--- config.mk ---
export PLATFORM = sky130hd
export DESIGN_NAME = key_debounce
export DESIGN_NICKNAME = d
export VERILOG_FILES = /design/src/rtl/key_debounce.sv
export SDC_FILE = /design/constraint.sdc
export NUM_CORES = 1
export LEC_CHECK = 0
export ABC_AREA = 1
export CORE_UTILIZATION = 60
export DETAILED_ROUTE_END_ITERATION = 8
export HOLD_SLACK_MARGIN = 0.15
export PLACE_DENSITY = 0.81
export SYNTH_ARGS = -nofsm -noshare
export SYNTH_HDL_FRONTEND = slang
export SYNTH_SLANG_ARGS = --single-unit
--- constraint.sdc ---
create_clock -name in_clk -period 3.35 [get_ports in_clk]
set_clock_uncertainty 0.2 [all_clocks]
set_input_delay 0.335 -clock in_clk [delete_from_list [all_inputs] [get_ports in_clk]]
set_output_delay 0.335 -clock in_clk [all_outputs]
set_load 0.01 [all_outputs]
--- src/rtl/key_debounce.sv ---
// Key debouncer: synchronizer, four-state debounce FSM, press/release strobes.
// Optional long-press strobe enabled by defining KEY_DEBOUNCE_LONGPRESS_EN.
module key_debounce #(
  parameter int DEBOUNCE_CYCLES = 50000,
  parameter int SYNC_STAGES     = 2,
  parameter int ACTIVE_LOW      = 1,
  parameter int LONG_CYCLES     = 50000000
) (
  input  logic in_clk,
  input  logic in_rst,
  input  logic in_raw_key,
  output logic out_key_level,
  output logic out_press_pulse,
  output logic out_release_pulse,
  output logic out_long_press
);

  localparam int              CNT_W    = $clog2(DEBOUNCE_CYCLES) + 1;
  localparam logic [CNT_W-1:0] CNT_LAST = CNT_W'(DEBOUNCE_CYCLES - 1);
  localparam logic [CNT_W-1:0] CNT_ONE  = CNT_W'(1);
  localparam logic            PIN_IDLE = (ACTIVE_LOW != 0) ? 1'b1 : 1'b0;

  localparam logic [1:0] ST_IDLE      = 2'd0;
  localparam logic [1:0] ST_PRESS_CHK = 2'd1;
  localparam logic [1:0] ST_PRESSED   = 2'd2;
  localparam logic [1:0] ST_REL_CHK   = 2'd3;

  logic [SYNC_STAGES-1:0] sync_reg;
  logic                   s;
  logic [1:0]             state_reg, state_next;
  logic [CNT_W-1:0]       cnt_reg, cnt_next;
  logic                   level_reg, level_next;
  logic                   press_reg, press_next;
  logic                   release_reg, release_next;

  // Reset parks the chain at the released pin level so a held key must re-debounce.
  always_ff @(posedge in_clk) begin
    if (in_rst) begin
      sync_reg <= {SYNC_STAGES{PIN_IDLE}};
    end else begin
      sync_reg <= {sync_reg[SYNC_STAGES-2:0], in_raw_key};
    end
  end

  assign s = (ACTIVE_LOW != 0) ? ~sync_reg[SYNC_STAGES-1] : sync_reg[SYNC_STAGES-1];

  always_comb begin
    state_next   = state_reg;
    cnt_next     = cnt_reg;
    level_next   = level_reg;
    press_next   = 1'b0;
    release_next = 1'b0;
    case (state_reg)
      ST_IDLE: begin
        if (s) begin
          state_next = ST_PRESS_CHK;
          cnt_next   = CNT_ONE;
        end
      end
      ST_PRESS_CHK: begin
        if (!s) begin
          state_next = ST_IDLE;
          cnt_next   = '0;
        end else if (cnt_reg == CNT_LAST) begin
          state_next = ST_PRESSED;
          cnt_next   = '0;
          level_next = 1'b1;
          press_next = 1'b1;
        end else begin
          cnt_next = cnt_reg + CNT_ONE;
        end
      end
      ST_PRESSED: begin
        if (!s) begin
          state_next = ST_REL_CHK;
          cnt_next   = CNT_ONE;
        end
      end
      ST_REL_CHK: begin
        // A short return to pressed is a glitch: level and long-press count survive it.
        if (s) begin
          state_next = ST_PRESSED;
          cnt_next   = '0;
        end else if (cnt_reg == CNT_LAST) begin
          state_next   = ST_IDLE;
          cnt_next     = '0;
          level_next   = 1'b0;
          release_next = 1'b1;
        end else begin
          cnt_next = cnt_reg + CNT_ONE;
        end
      end
      default: begin
        state_next = ST_IDLE;
        cnt_next   = '0;
      end
    endcase
  end

  always_ff @(posedge in_clk) begin
    if (in_rst) begin
      state_reg   <= ST_IDLE;
      cnt_reg     <= '0;
      level_reg   <= 1'b0;
      press_reg   <= 1'b0;
      release_reg <= 1'b0;
    end else begin
      state_reg   <= state_next;
      cnt_reg     <= cnt_next;
      level_reg   <= level_next;
      press_reg   <= press_next;
      release_reg <= release_next;
    end
  end

  assign out_key_level     = level_reg;
  assign out_press_pulse   = press_reg;
  assign out_release_pulse = release_reg;

`ifdef KEY_DEBOUNCE_LONGPRESS_EN
  localparam int               LONG_W    = $clog2(LONG_CYCLES) + 1;
  localparam logic [LONG_W-1:0] LONG_LAST = LONG_W'(LONG_CYCLES - 1);
  localparam logic [LONG_W-1:0] LONG_PRE  = LONG_W'(LONG_CYCLES - 2);

  logic [LONG_W-1:0] long_cnt_reg;
  logic              long_pulse_reg;
  logic              held;

  assign held = (state_reg == ST_PRESSED) || (state_reg == ST_REL_CHK);

  // Saturates at LONG_LAST, so the strobe fires at most once per accepted press.
  always_ff @(posedge in_clk) begin
    if (in_rst) begin
      long_cnt_reg   <= '0;
      long_pulse_reg <= 1'b0;
    end else begin
      long_pulse_reg <= 1'b0;
      if (state_next == ST_IDLE) begin
        long_cnt_reg <= '0;
      end else if (held && (long_cnt_reg != LONG_LAST)) begin
        long_cnt_reg <= long_cnt_reg + LONG_W'(1);
        if (long_cnt_reg == LONG_PRE) begin
          long_pulse_reg <= 1'b1;
        end
      end
    end
  end

  assign out_long_press = long_pulse_reg;
`else
  // LONG_CYCLES is still referenced so the parameter stays part of the interface.
  assign out_long_press = 1'b0 & (LONG_CYCLES != 0);
`endif

endmodule

* After elaboration in Yosys (flattened, before gate mapping)
Index checks and enable logic that the tools add are counted. W data, S select, Z words.
Storage, ports and cells: register bits after elaboration 24, bits of input ports 3, output and inout port bits 4, logic and storage cells 48
Cells by class: $add $sub $neg 1, equality and inequality tests 12, multiplexer cells 19, bitwise logic cells 3, reductions and logical operators 7
Operators with widths (number):
- $mux W17 | 5
- $pmux W17 S4 | 1
- $add A17 B1 Y17 const B | 1
- $eq A17 B16 Y1 const B | 1
- $mux W2 | 6
- $ne A2 B2 Y1 const B | 6
- $pmux W2 S4 | 1
- $ne A3 B3 Y1 const B | 2
- $reduce_or A3 Y1 | 2
- $mux W1 | 5
- $reduce_and A5 Y1 | 1
- $eq A2 B2 Y1 const B | 2
- $reduce_and A4 Y1 | 1
- $not A1 Y1 | 3
- $eq A2 B1 Y1 const B | 1
- $logic_not A2 Y1 | 1
- $pmux W1 S2 | 1
- $reduce_and A2 Y1 | 1
- $reduce_bool A2 Y1 | 1

* Logic depth before layout (Yosys ltp)
depth in word-level cells 4, gate-level depth with buffers 9, depth with buffers taken out 9

* Worst setup path after synthesis
OpenSTA, ideal clock, no wires.
path type reg2reg, start register cnt_reg[0], end register cnt_reg[15], setup time 132 ps, arrival time 1218 ps, required time 3018 ps, setup slack 1799 ps, cell stages (with the launch flop) 9, buffers on the path 0, clock period less this slack 1551 ps, cell sequence dfxtp_1 > ha_1 > nand2_1 > nor2_2 > nand3_4 > nand2_2 > inv_2 > nand2_1 > a21oi_1
On the way: cells in the longest elaborated chain, start to end 4, elaborated cells between the ends (all ways) 6, those cells by class add/sub (1); eq/ne (1); mux (4)
Ends and longest elaborated chain:
- start, declared | RTL line 31 | logic [CNT_W-1:0] cnt_reg, cnt_next;
- start signal, assigned | RTL line 109 | cnt_reg <= cnt_next;
- $add A17 B1 Y17 / $eq A17 B16 Y1 (equally long branches)
- $mux W17 (*) | RTL line 64, 84
- $mux W17, on equally long branches | RTL line 81, 61
- $pmux W17 S4 (*) | RTL line 53 | case (state_reg)
Every way passes the cells marked *; elsewhere a longest branch is shown, timed or not. A chain may end at the register's enable or synchronous reset.

* Final worst setup path
start register cnt_reg[0], end register cnt_reg[3]
Same word-level chain as after synthesis.

==> qor.txt <==
Slew Viols, Final -> 0
Crit. End Element -> flip-flop
Vias/cell -> 5.44
Die Span X -> 49.9 µm
Share of layout cells above drive strength 1 -> 0.143
Hpwl dp -> 2170 µm
CTS tree -> yes
Routed len/inst -> 12.2 µm
Clk slew on worst S/H paths -> 0.12 ns
IO Count -> 7
Number of diodes -> 0
Commonest non-fill, non-tap cell in the layout -> nand2_1
Yosys top cell area share -> 0.350
Post-Syn Area -> 1370 µm²
Final Hold Fails -> 0
Rows -> 16
Vias in the first global route -> 1130
CTS sink cnt -> 24
Met3 global-route usage -> 0.0463
GR Layer Usage met2 -> 0.421
Mapped Cells -> 205
Fin cells -> 237
Mean Syn Cell Area -> 6.70 µm²
Kind of critical path -> reg2reg
Placed inst area -> 1430 µm²
Grt ovf -> 0
Post_cts resized -> 0
Mapped Nets -> 209
Post-route ant nets -> 0
Initial antenna violation count -> 0
Most frequent cells in the layout -> nand2_1 (60), dfxtp_1 (24), inv_1 (23), nor2_1 (17)
Num CTS Buffers -> 3
Final setup fails -> 0
Routing usage on met1 -> 0.348
Sequential share of the synthesized area -> 0.350
Initial Utilization -> 0.666
Core area -> 2060 µm²
Leakage -> 0.557 nW
Post-Route WL -> 2890 µm
Max reg flops -> 17
CP max FO -> 10
Total GRT Usage -> 0.269
Final Instance Area -> 1470 µm²
Final setup TNS -> 0 ns
Yosys cell types -> 32
Setup bufs post-CTS -> 0
Max-cap violations -> 0
Peak VDD IR -> 0.000252 V
Gpl congestion -> 0.882
Pin count of the biggest net entering global routing -> 15
WP data required -> 3.35 ns
Die height -> 49.9 µm
Worst R2R Setup Slack -> 1.54 ns
Startpoint Class -> flip-flop
Delay of the slowest critical-path stage -> 0.41 ns
Port Buf Inserts -> 5
Arr. time, crit path -> 1.81 ns
H-tree depth -> 1
Die area -> 2490 µm²
Gr busiest metal -> met2
Fin crit share -> 0.539
Status -> complete, no violations
Synth area leader -> dfxtp_1
Area growth syn-to-layout -> 6.74%
Fill count -> 175
Clk_lat worst skew -> 0.32 ns
Synth Register Bits -> 24
Power Density -> 317 nW/µm²
Post-route minimum period -> 1.81 ns
Hold-fix buffers at CTS -> 0
Max Freq -> 554 MHz
Top cells by area, synth -> dfxtp_1 (35%), nand2_1 (16%), inv_1 (6.3%), a21oi_1 (5.1%), nand3_1 (5.1%)
Critical Path Slowest Stage Cell -> dfxtp_1
Clock Tree Root -> clkbuf_4
Worst min-delay path class -> reg2reg
First-pass GRT wire length -> 4970 µm
Yosys warnings -> 0
Crit path cell chain -> ha_1, nand2_1, nor2_2, nand3_4, nand2_2, inv_2, nand2_1, a21oi_1
Most frequent cell on the critical path -> nand2_1
1st-iter DRT viols -> 49
Nets -> 215
Detailed-route via count -> 1290
Post-route DRC -> 0
Cells after DPL -> 233
Number of detailed-route iterations in the first pass -> 4
Longest Clk Path Bufs -> 2
RSZ-0062 raised after global routing -> no
==> synth_stat cells, drive strengths merged <==
cell type,number
nand2,64
nor2,29
inv,26
dfxtp,24
nand3,17
a21oi,15
o21ai,8
nand4,5
buf,3
clkinv,2
o211ai,2
or2,2
a31oi,1
clkbuf,1
conb,1
ha,1
nor3,1
nor4,1
xnor2,1
xor2,1
==> metrics by stage <==
| step | setup WS [ns] | hold WS [ns] | total power [mW] | utilization |
|---|---|---|---|---|
| final | 1.54 | 0.231 | 0.465 | 0.711 |
| after global routing | 1.40 | 0.251 | 0.481 | 0.711 |
| after CTS | 1.54 | 0.236 | 0.468 | 0.711 |
| after detailed placement | 1.36 | 0.205 | 0.317 | 0.694 |
| after global placement | 1.43 | 0.196 | 0.316 | 0.694 |
| after floorplan | 1.80 | 0.189 | 0.312 | - |
==> final timing paths <==
kind / to / depth (start not counted) / startpoint
max: cnt_reg[3] / 8 / cnt_reg[0]
min reg2reg: sync_reg[1] / 1 / sync_reg[0]
min: sync_reg[1] / 1 / sync_reg[0]
max reg2reg: cnt_reg[3] / 8 / cnt_reg[0]
==> worst max-delay path, delay by kind of cell (launching register included) <==
family | cells | cell delay [ns]
AOI/OAI and AO/OA | 1 | 0.05
adders and majority gates | 1 | 0.22
DFF | 1 | 0.41
and+or+nand+nor | 5 | 0.70
buffers and inverters | 1 | 0.09
==> cells by family after synthesis <==
family / Yosys count / synth area share
simple gates: 119 / 0.426
buf+inv: 32 / 0.0974
compound gates: 26 / 0.102
flops: 24 / 0.350
xor+xnor: 2 / 0.0128
fa+ha+maj: 1 / 0.00911
other cells: 1 / 0.00273
==> final cells by class <==
type,count,area [µm²],share of cell area
multi-input cells,149,759,0.518
flip-flops and latches,24,480,0.328
inverters,28,106,0.0725
repair buffers,5,50.0,0.0341
clock buffers,4,36.3,0.0247
well taps,27,33.8,0.0230
==> power by group <==
group	total, mW	internal (mW)	switching [mW]
Combinational	0.0210	0.00617	0.0149
Sequential	0.289	0.288	0.00173
Clock	0.155	0.0666	0.0880
==> routing by layer <==
layer | up-vias | share of wire
met5 | - | 0
met3 | 7 | 0.047
met1 | 588 | 0.46
met4 | 0 | 0.024
met2 | 38 | 0.47
li1 | 657 | -
Power figures use the tool's default switching activity.
